## config.mk

```make
export PLATFORM = sky130hd
export DESIGN_NAME = screen_flow_controller
export DESIGN_NICKNAME = d
export VERILOG_FILES = /design/src/rtl/screen_flow_controller.sv
export SDC_FILE = /design/constraint.sdc
export NUM_CORES = 1
export LEC_CHECK = 0
export ABC_AREA = 1
export BUFFER_PORTS_ARGS = -buffer_cell sky130_fd_sc_hd__buf_2
export CORE_MARGIN = 2
export CORE_UTILIZATION = 26
export DETAILED_ROUTE_END_ITERATION = 6
export PLACE_DENSITY = 0.48
export SYNTH_ARGS = -nofsm -noshare
export SYNTH_HDL_FRONTEND = slang
export SYNTH_SLANG_ARGS = --single-unit
```

## constraint.sdc

```tcl
create_clock -name clk -period 2 [get_ports clk]
set_input_delay 0.4 -clock clk [delete_from_list [all_inputs] [get_ports clk]]
set_output_delay 0.4 -clock clk [all_outputs]
set_load 0.1 [all_outputs]
```

## src/rtl/screen_flow_controller.sv

```systemverilog
// Game-flow sequencer: tracks phase, lives and per-frame pause timers, and
// selects the composed screen that goes to the VGA output.
//
// state | meaning
// ------+-----------------------------------------------
// START | title screen, waiting for keyStart
// PLAY  | active play, physics running
// LOST  | ball-lost pause, main screen flashes
// OVER  | game-over screen held for OVER_FRAMES frames
module screen_flow_controller #(
    parameter int LIVES_INIT   = 3,
    parameter int LOST_FRAMES  = 60,
    parameter int OVER_FRAMES  = 180,
    parameter int FLASH_PERIOD = 8
) (
    input  logic       clk,
    input  logic       resetN,
    input  logic       startOfFrame,
    input  logic       keyStart,
    input  logic       ballLost,
    input  logic [7:0] RGB_screen_start,
    input  logic [7:0] RGB_screen_main,
    input  logic [7:0] RGB_screen_over,
    output logic [7:0] RGB_out,
    output logic       freeze,
    output logic       gameActive,
    output logic [1:0] lives,
    output logic [1:0] state
);

    localparam int FLASH_BIT = $clog2(FLASH_PERIOD);

    typedef enum logic [1:0] {
        ST_START = 2'd0,
        ST_PLAY  = 2'd1,
        ST_LOST  = 2'd2,
        ST_OVER  = 2'd3
    } phase_t;

    phase_t     cur;
    phase_t     nxt;
    logic [1:0] lives_nxt;
    logic [7:0] cnt;
    logic [7:0] cnt_nxt;
    logic [7:0] pix_sel;

    assign state = cur;

    always_comb begin
        nxt       = cur;
        lives_nxt = lives;
        cnt_nxt   = cnt;
        case (cur)
            ST_START: begin
                if (keyStart) begin
                    nxt       = ST_PLAY;
                    lives_nxt = 2'(LIVES_INIT);
                end
            end
            ST_PLAY: begin
                if (ballLost) begin
                    if (lives > 2'd1) begin
                        nxt       = ST_LOST;
                        lives_nxt = lives - 2'd1;
                    end else begin
                        nxt       = ST_OVER;
                        lives_nxt = 2'd0;
                    end
                end
            end
            ST_LOST: begin
                if (startOfFrame) begin
                    if (cnt == 8'(LOST_FRAMES - 1)) nxt = ST_PLAY;
                    else                            cnt_nxt = cnt + 8'd1;
                end
            end
            ST_OVER: begin
                lives_nxt = 2'd0;
                if (startOfFrame) begin
                    if (cnt == 8'(OVER_FRAMES - 1)) nxt = ST_START;
                    else                            cnt_nxt = cnt + 8'd1;
                end
            end
            default: nxt = ST_START;
        endcase
        // a frame pulse coinciding with a transition is not counted in the new phase
        if (nxt != cur) cnt_nxt = 8'd0;
    end

    always_comb begin
        pix_sel = RGB_screen_start;
        case (cur)
            ST_START: pix_sel = RGB_screen_start;
            ST_PLAY:  pix_sel = RGB_screen_main;
            ST_LOST:  pix_sel = cnt[FLASH_BIT] ? ~RGB_screen_main : RGB_screen_main;
            ST_OVER:  pix_sel = RGB_screen_over;
            default:  pix_sel = RGB_screen_start;
        endcase
    end

    always_ff @(posedge clk or negedge resetN) begin
        if (!resetN) begin
            cur        <= ST_START;
            lives      <= 2'd0;
            cnt        <= 8'd0;
            RGB_out    <= 8'h00;
            freeze     <= 1'b1;
            gameActive <= 1'b0;
        end else begin
            cur        <= nxt;
            lives      <= lives_nxt;
            cnt        <= cnt_nxt;
            RGB_out    <= pix_sel;
            gameActive <= (nxt == ST_PLAY);
            freeze     <= (nxt != ST_PLAY);
        end
    end

endmodule
```

==> qor.txt <==
status - finished clean
final clock skew - 1.977 ps
post-DP HPWL - 2.484 mm
CP bufs+invs - 1
vias per std cell - 4.276
Psw - 1840 uW
pin slew with the least headroom to its limit - 496.8 ps
footprint of the multi-input gates - 676.9 um2
sw frac - 0.5993
RSZ-0062 raised after global routing - false
Final Hold Fails - 0
Worst path slowest cell - dfrtp_1
DR pass1 iterations - 4
syn_nets - 218
Logic pwr share - 0.634
initial antenna violation count - 0
FF-to-FF setup slack - 450 ps
hold_ws - 86.75 ps
GRT overflow - 0
hold buffers post-CTS - 0
WP data arrival - 1290 ps
Final ANT Viol Nets - 0
crit-path cells - buf_2
postcts setup bufs - 0
final max-slew violation count - 0
share of layout cells above drive strength 1 - 0.2692
Sequential Power Share - 0.229
synth top area cells - dfrtp_1 (39%), nand2_1 (18%), nand3_1 (6.3%)
register area - 553.0 um2
Netlist cell types - 23
first-pass GRT wire length - 5.975 mm
Critical Path RT - 1600 ps
FILL cells - 582
Levels on crit path - 1
Hold WC Path Type - in -> async
Die Wd - 76.03 um
DIE AREA - 5780 um2
final worst setup slack - 306.7 ps
Worst-Skew Late Latency - 260 ps
Setup CP Type - reg -> out
Slew HR - 0.6688
leading cell types by count after synthesis - nand2_1 (66), inv_1 (22), dfrtp_1 (21)
Power per Cell Area - 1789 nW/um2
vias post-DR - 1,300
Leak - 0.0008844 uW
top-area cell type share of the netlist area - 0.3896
Post-synth EDFFs - 0
I/O pin count - 43
Post-Route Setup TNS - 0 ps
vias in the first global route - 1,338
count leader, synth - nand2_1
reg2reg end - cnt[0]
mapped cell area - 1349 um2
Worst-path clk slew - 80 ps
Warnings, synthesis - 0
Clock Power Share - 0.137
Top Family by Delay on Critical Path - flip-flops
core area - 5042 um2
post-synthesis async set-or-reset flop share - 1.000
crit path capture type - output pin
DP Area - 1645 um2
P&R area growth vs syn - 27.27%
Setup WS pre-CTS - 453.7 ps
Post-synth top flop - dfrtp_1
CTS Buffer Depth - 2
Cells after Synth - 188
cells on worst reg2reg path - 8
CTS tree - done
setup violators final - 0
Startpoint Class - flop
sequential area share after synthesis - 0.4091
min Tclk post-route - 1693 ps
synthesized flop and latch total - 22
Worst path max stage delay - 530 ps
clock root buffer - clkbuf_8
nets - 265
cell taking the most area after synthesis - dfrtp_1
Max-Cap Viols - 0
RePlAce Congestion - 0.8337
total power - 3071 uW
r2r startpoint - cnt[0]
Num CTS Buffers - 3
Critical Path Fanout Max - 7
All-Layer GR Usage - 0.1224
syn_area_per_cell - 7.174 um2
DR WL/cell - 10.44 um
largest net degree at the start of global routing - 23
DRC Markers - 0
Row Count - 26
final instance area - 1717 um2
Routed WL - 3.175 mm
initial DRC count - 39
Max VDD drop - 0.9151 mV
Cell Int Power - 1231 uW
Buffers on Ports - 42
# resized after CTS - 0
H-tree levels - 1
initial core utilization - 0.2675
maximum clock rate - 590.6 MHz
CTS Sinks - 22
height of the die - 76.03 um
Final Cycle Share - 0.8467
Ant. Diodes - 0
layout make-up:
type | instances | area share
clock inverters | 1 | 0.01749
flip-flops and latches | 22 | 0.3222
inverters | 24 | 0.05539
repair buffers | 45 | 0.1356
clock buffers | 3 | 0.02405
well taps | 70 | 0.05102
multi-input cells | 139 | 0.3943
per-stage QoR:
stage / cells / util
floorplan: 188 / -
global placement: 300 / 0.3263
detailed placement: 300 / 0.3263
CTS: 304 / 0.3404
global route: 304 / 0.3404
finish: 304 / 0.3404
routing by layer:
metal | track usage | wire [um] | vias to the layer above
li1 | - | - | 683
met1 | 0.1683 | 1604 | 590
met2 | 0.2027 | 1441 | 23
met3 | 0.01896 | 97 | 4
met4 | 0.03091 | 31 | 0
met5 | 0 | 0 | -
cell families after synthesis:
kind of cell               Yosys count  synth area share
AOI/OAI and AO/OA                    5           0.02134
xor gates and xnor gates             8           0.05195
adders and majority gates            1          0.009275
buffers and inverters               27           0.08905
DFF                                 22            0.4091
and+or+nand+nor                    125            0.4193
registers in the layout (all words and copies together) (netlist names):
signal	cells
lives	2
RGB_out	8
freeze	1
cnt	8
gameActive	1
state	2
power groups by stage:
stage,Combinational (uW),Clock [uW],Sequential [uW]
after floorplan,605,0,1720
after global placement,1980,0,719
after detailed placement,1980,0,713
after CTS,1980,434,708
after global routing,2090,460,728
final,1950,421,704
layout by cell type (no fill, tap or decap):
master / n
a22oi_1: 1
a31oi_1: 1
buf_2: 42
buf_4: 3
bufinv_16: 1
clkbuf_8: 3
clkinv_4: 1
dfrtp_1: 20
dfrtp_2: 1
dfstp_2: 1
ha_1: 1
inv_1: 22
inv_2: 1
nand2_1: 66
nand2_2: 4
nand2_4: 1
nand3_1: 17
nand3_4: 1
nand4_1: 11
nor2_1: 20
nor2_2: 2
nor2_4: 1
nor3_1: 1
o21ai_0: 3
or2_2: 1
xor2_1: 8
how the worst max path moves through the flow:
| stage | to | slack (ps) | startpoint |
|---|---|---|---|
| 2_1_floorplan | cnt[0] | 60 | state[0] |
| 3_3_place_gp | cnt[3] | 470 | cnt[0] |
| 4_1_cts | state[0] | 290 | state[0] |
| 6_report | state[0] | 310 | state[0] |
| 3_5_place_dp | cnt[7] | 450 | cnt[0] |
| 5_1_grt | cnt[1] | 230 | cnt[0] |
(Power assumes the default switching activity.)
